### config.mk
export PLATFORM = sky130hd
export DESIGN_NAME = pc_redirect_ctrl
export DESIGN_NICKNAME = d
export VERILOG_FILES = /design/src/rtl/pc_redirect_ctrl.sv
export SDC_FILE = /design/constraint.sdc
export NUM_CORES = 1
export LEC_CHECK = 0
export BUFFER_PORTS_ARGS = -buffer_cell sky130_fd_sc_hd__buf_2
export CORE_ASPECT_RATIO = 1.25
export CORE_MARGIN = 2
export CORE_UTILIZATION = 30
export DETAILED_ROUTE_END_ITERATION = 7
export PLACE_DENSITY = 0.88
export SLEW_MARGIN = 20
export SYNTH_ARGS = -nofsm -noshare
export SYNTH_HDL_FRONTEND = slang
export SYNTH_SLANG_ARGS = --single-unit
### constraint.sdc
create_clock -name clock -period 2.2 [get_ports clock]
set_clock_uncertainty 0.05 [all_clocks]
set_input_delay 0.44 -clock clock [delete_from_list [all_inputs] [get_ports clock]]
set_output_delay 0.44 -clock clock [all_outputs]
set_load 0.01 [all_outputs]
### src/rtl/pc_redirect_ctrl.sv
// pc_redirect_ctrl: sequencing controller for the program counter.
// Turns decode redirects (jump, taken branch, skip), hazard stalls and halt
// into the PC's control strobes. The PC has no enable, so a hold is issued
// as "branch by 0". Controls are combinational so a redirect takes effect
// on the same rising edge the PC samples them.
// Optional build macro PCCTL_REDIRECT_CNT_EN adds a saturating 16-bit count
// of accepted jump/branch redirects on output redirect_cnt.
module pc_redirect_ctrl #(
   parameter int ADDR_W       = 32,
   parameter int FLUSH_CYCLES = 2
) (
   input  logic                     clock,
   input  logic                     reset,
   input  logic                     stall,
   input  logic                     halt_req,
   input  logic                     jmp_req,
   input  logic [ADDR_W-1:0]        jmp_tgt,
   input  logic                     br_req,
   input  logic signed [ADDR_W-1:0] br_off,
   input  logic                     skip_req,
   output logic                     pc_rst,
   output logic                     pc_branch,
   output logic signed [ADDR_W-1:0] pc_immval,
   output logic                     pc_branchN,
   output logic                     pc_jmp,
   output logic [ADDR_W-1:0]        pc_jumpim,
   output logic                     flush,
   output logic                     fetch_valid,
`ifdef PCCTL_REDIRECT_CNT_EN
   output logic [15:0]              redirect_cnt,
`endif
   output logic [1:0]               state_dbg
);

   typedef enum logic [1:0] {
      BOOT  = 2'd0,
      RUN   = 2'd1,
      FLUSH = 2'd2,
      HALT  = 2'd3
   } state_t;

   // Counter preload leaves FLUSH_CYCLES bubble cycles before fetch resumes.
   localparam logic [2:0] FLUSH_LOAD = 3'(FLUSH_CYCLES - 1);

   state_t     state, state_nxt;
   logic [2:0] cnt, cnt_nxt;
   logic       redirect_acc;

   assign state_dbg = state;

   // State and bubble counter registers.
   always_ff @(posedge clock or negedge reset) begin
      if (!reset) begin
         state <= BOOT;
         cnt   <= 3'd0;
      end else begin
         state <= state_nxt;
         cnt   <= cnt_nxt;
      end
   end

   // Request arbitration, next state and PC control strobes.
   always_comb begin
      state_nxt    = state;
      cnt_nxt      = cnt;
      redirect_acc = 1'b0;
      pc_rst       = 1'b0;
      pc_branch    = 1'b0;
      pc_immval    = '0;
      pc_branchN   = 1'b0;
      pc_jmp       = 1'b0;
      pc_jumpim    = '0;
      flush        = 1'b0;
      fetch_valid  = 1'b0;
      case (state)
         BOOT: begin
            pc_rst    = 1'b1;
            state_nxt = RUN;
         end
         RUN: begin
            // A stall arriving with a redirect is dropped; the hazard unit
            // re-asserts it on the new path if still needed.
            if (halt_req) begin
               pc_branch = 1'b1;
               flush     = 1'b1;
               state_nxt = HALT;
            end else if (jmp_req) begin
               pc_jmp       = 1'b1;
               pc_jumpim    = jmp_tgt;
               flush        = 1'b1;
               redirect_acc = 1'b1;
               if (FLUSH_CYCLES != 0) begin
                  state_nxt = FLUSH;
                  cnt_nxt   = FLUSH_LOAD;
               end
            end else if (br_req) begin
               pc_branch    = 1'b1;
               pc_immval    = br_off;
               flush        = 1'b1;
               redirect_acc = 1'b1;
               if (FLUSH_CYCLES != 0) begin
                  state_nxt = FLUSH;
                  cnt_nxt   = FLUSH_LOAD;
               end
            end else if (skip_req) begin
               pc_branchN  = 1'b1;
               fetch_valid = 1'b1;
            end else if (stall) begin
               pc_branch = 1'b1;
            end else begin
               fetch_valid = 1'b1;
            end
         end
         FLUSH: begin
            // Redirects seen here are wrong-path and are ignored.
            flush = 1'b1;
            if (halt_req) begin
               pc_branch = 1'b1;
               state_nxt = HALT;
               cnt_nxt   = 3'd0;
            end else begin
               pc_branch = stall;
               if (cnt == 3'd0) begin
                  state_nxt = RUN;
               end else begin
                  cnt_nxt = cnt - 3'd1;
               end
            end
         end
         HALT: begin
            pc_branch = 1'b1;
         end
         default: begin
            state_nxt = BOOT;
         end
      endcase
   end

`ifdef PCCTL_REDIRECT_CNT_EN
   // Saturating count of accepted jump and taken-branch redirects.
   always_ff @(posedge clock or negedge reset) begin
      if (!reset) begin
         redirect_cnt <= 16'd0;
      end else if (redirect_acc && (redirect_cnt != 16'hFFFF)) begin
         redirect_cnt <= redirect_cnt + 16'd1;
      end
   end
`endif

endmodule

# [After elaboration in Yosys (flattened, before gate mapping)]
# Cells that the tools add are included.
[totals] ff_bits=5 output_inout_bits=72 wordCells=62
[classes] addsub=1 eq_ne=8 n_mux=45 n_reduce_logical=6
[ops] cell="32-bit two-way mux" count=7
[ops] cell="1-bit two-way mux" count=24
[ops] cell="3-bit two-way mux" count=5
[ops] cell="2-bit two-way mux" count=5
[ops] cell="3-bit != test (second input constant)" count=3
[ops] cell="2-bit case mux with 3 select lines" count=1
[ops] cell="3-bit case mux with 2 select lines" count=1
[ops] cell="2-bit equality test (second input constant)" count=2
[ops] cell="4-bit != test (second input constant)" count=1
[ops] cell="4-bit AND reduction" count=1
[ops] cell="3-bit logical NOT" count=1
[ops] cell="1-bit case mux with 3 select lines" count=1
[ops] cell="3-bit AND reduction" count=1
[ops] cell="3-bit nonzero test" count=1
[ops] cell="3-bit by 1-bit subtractor with 3-bit output (second input constant)" count=1
[ops] cell="2-bit by 1-bit equality test with 1-bit output (second input constant)" count=1
[ops] cell="2-bit logical NOT" count=1
[ops] cell="2-bit != test (second input constant)" count=1
[ops] cell="1-bit case mux with 2 select lines" count=1
[ops] cell="2-bit nonzero test" count=1

# [Longest topological paths before layout]
[logic_depth] word_depth=6 mapped_depth=7

# [Least setup slack after synthesis]
# Ideal clock, no wire load.
[synth_path] path_kind="register to output" startpoint="reg state[1], in the netlist state_dbg[1]" endpoint="out pc_immval[10]" arrival_time_ns=1.469 path_slack_ns=0.241 path_stages_with_launch=7 path_cell_list="dfrtp_1 -> inv_1 -> ha_1 -> nand2b_4 -> nor3b_4 -> clkbuf_2 -> and2_1"
[synth_via] elab_chain_len=2
[synth_rtl] item="start, declared" line="45" text="state_t state, state_nxt;"
[synth_rtl] item="start signal, assigned" line="57" text="state <= state_nxt;"
[synth_rtl] item="2-bit by 1-bit equality test with 1-bit output" line="75" text="case (state)"
[synth_rtl] item="32-bit two-way mux" line="75"
[synth_rtl] item="end, declared" line="23" text="output logic signed [ADDR_W-1:0] pc_immval,"
# No other way between the ends.

# [Worst setup path after layout]
[layout_path] startpoint="reg state[1], in the netlist state_dbg[1]" endpoint="out pc_immval[2]"
# Same word-level chain as after synthesis.

==> impl_metrics.tcl <==
set metrics [dict create \
    antenna_cells 0 \
    synthMuxAreaShare_pct 2.22 \
    cts_buffer_depth 2 \
    routed_wl_mm 3.95 \
    grt_pass1_wl_mm 5.05 \
    leakagePower_uw 0.00120 \
    report.final.slew_viol_count 0 \
    core-area_um2 3000 \
    ios 143 \
    io_buffers 142 \
    worst-path-max-fanout 8 \
    rsz0062_at_grt "true" \
    grt_pass1_vias 1207 \
    synthToLayoutAreaGrowth_pct 103 \
    p_sw_uw 525 \
    cellInternalPower_uw 628 \
    power-per-cell-area_nw_per_um2 592 \
    cts_tree "yes" \
    synth_nets 210 \
    cts_sinks 5 \
    post_synth_main_area_contributors "and2_1 43%, dfrtp_1 13%, ha_1 9.1%" \
    antenna_left 0 \
    power_frac_comb_pct 76.7 \
    route.detailed.drc 0 \
    dp.cells 304 \
    synthFlopType "dfrtp_1" \
    setup_violations 0 \
    final_util_pct 64.8 \
    gp_congestion 0.737 \
    post-route-period-util_pct 98.9 \
    yosys_warnings 0 \
    drt_first_pass_iters 4 \
    critical_path_required_ns 1.71 \
    die_area_um2 3670 \
    avgSynthCellArea_um2 7.26 \
    synthXorXnorAreaFrac_pct 0 \
    fillers 271 \
    hold_viol 0 \
    fin_crit_ns 2.17 \
    routedWlPerCell_um 12.5 \
    status "complete, no violations" \
    yosysSeqAreaShare_pct 13.1 \
    synthMostInstantiatedCell "and2_1" \
    fin_tns_setup_ns 0 \
    seq_power_share_pct 14.0 \
    power.share.switching_pct 45.5 \
    synth_top_area_share_pct 43.1 \
    htreeDepth 1 \
    synth_top_family_by_area "simple AND/OR/NAND/NOR gates" \
    clk_pin_slew_ns 0.05 \
    die_x_um 54.6 \
    die_y_um 67.2 \
    yosys.area.top_type "and2_1" \
    drive_gt1_share_pct 62.7 \
    grt_max_degree 34 \
    cp.arrival_ns 1.68 \
    synth_cell_types 29 \
    grt_overflow 0 \
    synth_seq_cells 5 \
    maxCapViolations 0 \
    syn_area_um2 958 \
    hpwl_mm 3.05 \
    start_util_pct 31.9 \
    clkLatencyLatePin_ns 0.25 \
    multi_input_area_um2 815 \
    hold_class "input port to async pin" \
    synth_compound_area_share_pct 9.79 \
    dr_total_vias 1391 \
    power_uw 1150 \
    cts_made_buffers 3 \
    drtIter0Drc 22 \
    clkPwrFrac_pct 9.3 \
    slew_headroom_pct 73.7 \
    seq_area_um2 126 \
    ys_top_cells_by_count "66 x and2_1, 8 x inv_1, 7 x ha_1, 7 x nor2_1, 5 x dfrtp_1" \
    synth_edf_count 0 \
    rows 22 \
    worst_setup_path_start_kind "flip-flop" \
    via_per_inst 4.42 \
    stdcell_count 315 \
    synth-async-reset-ratio_pct 100 \
    worstMarginPinSlew_ns 0.390 \
    final_nets 358 \
    endpoint_kind "output pin" \
    antenna_found_initial 0 \
    synth_simple_gate_area_share_pct 57.8 \
    synth_adder_area_share_pct 9.14 \
    grt_use_total_pct 18.3 \
    synth_cells 132 \
    ir_worst_vdd_uv 597 \
    max_freq_mhz 460 \
    criticalPathCategory "flip-flop to output pin" \
    root_buffer "clkbuf_4" \
]
path summary, 6_finish.rpt:
| check | slack, ns | cells past startpoint | from | endpoint |
|---|---|---|---|---|
| min reg2reg | 0.49 | 2 | cnt[2]$_DFFE_PN0P_ | cnt[2]$_DFFE_PN0P_ |
| max | 0.03 | 8 | state_dbg[1]$_DFFE_PN0P_ | pc_immval[2] |
| max in group asynchronous | 1.47 | 2 | reset | state_dbg[0]$_DFFE_PN0P_ |
| min in group clock | 0.49 | 2 | cnt[2]$_DFFE_PN0P_ | cnt[2]$_DFFE_PN0P_ |
| max reg2reg | 0.46 | 6 | state_dbg[1]$_DFFE_PN0P_ | state_dbg[1]$_DFFE_PN0P_ |
| min | 0.49 | 2 | reset | state_dbg[1]$_DFFE_PN0P_ |
per-layer routing:
layer  vias to the layer above  GRT usage (%)  routed length, um
met5                         -              0                  0
met4                         0           4.69                 34
met1                       615           19.4               1320
met2                        68           35.4               2200
met3                         4           3.76                388
li1                        704              -                  -
cell type report:
class	count	share of cell area, %
multi-input combinational	111	41.9
clock buffer	4	1.35
inverter	8	1.54
tap	36	2.32
sequential	5	6.50
timing repair buffer	151	46.4
registers in the layout (all words and copies together) (netlist names):
register / cells
state_dbg: 2
cnt: 3
logic make-up after synthesis:
kind of cell,after synthesis
simple gates,88
buf+inv,16
compound gates,14
fa+ha+maj,7
flops,5
mux,2
cells in the final DEF, fill, tap and decap left out:
| cell | synthesis | layout |
|---|---|---|
| inv_1 | 8 | 6 |
| buf_6 | 1 | 12 |
| o311ai_0 | 1 | 1 |
| a211oi_1 | 1 | 1 |
| inv_2 | 0 | 2 |
| mux2_1 | 1 | 1 |
| dfrtp_1 | 5 | 4 |
| clkbuf_16 | 0 | 1 |
| nand2b_4 | 1 | 1 |
| buf_12 | 0 | 1 |
| dfrtp_2 | 0 | 1 |
| nor3b_4 | 1 | 1 |
| a2bb2oi_2 | 1 | 1 |
| nor2_1 | 7 | 7 |
| buf_2 | 1 | 131 |
| nand3_1 | 1 | 1 |
| a21oi_1 | 4 | 4 |
| clkbuf_4 | 0 | 3 |
| a21o_1 | 2 | 2 |
| or3_1 | 1 | 1 |
| and2_1 | 66 | 55 |
| nand2b_1 | 4 | 4 |
| nor2b_1 | 1 | 1 |
| ha_1 | 7 | 5 |
| buf_4 | 1 | 4 |
| ha_4 | 0 | 2 |
| nor3_2 | 1 | 1 |
| o21ai_0 | 4 | 4 |
| dlygate4sd3_1 | 0 | 1 |
| o31ai_1 | 1 | 1 |
| nor3b_2 | 1 | 1 |
| buf_16 | 0 | 1 |
| clkbuf_1 | 2 | 1 |
| nand2_1 | 3 | 3 |
| mux2i_1 | 1 | 1 |
| nor2_4 | 0 | 1 |
| and2_4 | 0 | 11 |
worst max-delay path, cell delays in order (launching register included):
cell and delay (ns):
dfrtp_1 0.40, inv_2 0.09, ha_4 0.14, nand2b_4 0.06, nor3b_4 0.21, buf_6 0.15
clkbuf_16 0.14, and2_1 0.13, buf_2 0.13
power by group through the flow:
stage                     clock network (uW)  registers [uW]  logic (uW)
after floorplan                            0             160         472
after global placement                     0             155         739
after detailed placement                   0             161         754
after CTS                                109             160         828
after global routing                     121             165         977
final                                    107             162         884
stage by stage:
step                      instance area [um^2]  setup WS, ns  hold WS, ns
after global placement                    1710         0.172        0.209
after floorplan                            958         0.241       0.0944
final                                     1950        0.0253        0.487
after detailed placement                  1710         0.112        0.208
after CTS                                 1820        0.0288        0.483
after global routing                      1950       -0.0630        0.503
timing repair:
action | in CTS | in global routing
pin swaps | 1 | 5
hold buffers | 1 | 0
gates cloned | 1 | 1
endpoints found under the hold margin | 5 | 0
resized for setup | 5 | 29
endpoints found under the setup margin | 65 | 33
setup buffers | 3 | 2
No activity file was read; power rests on OpenSTA's default activity.
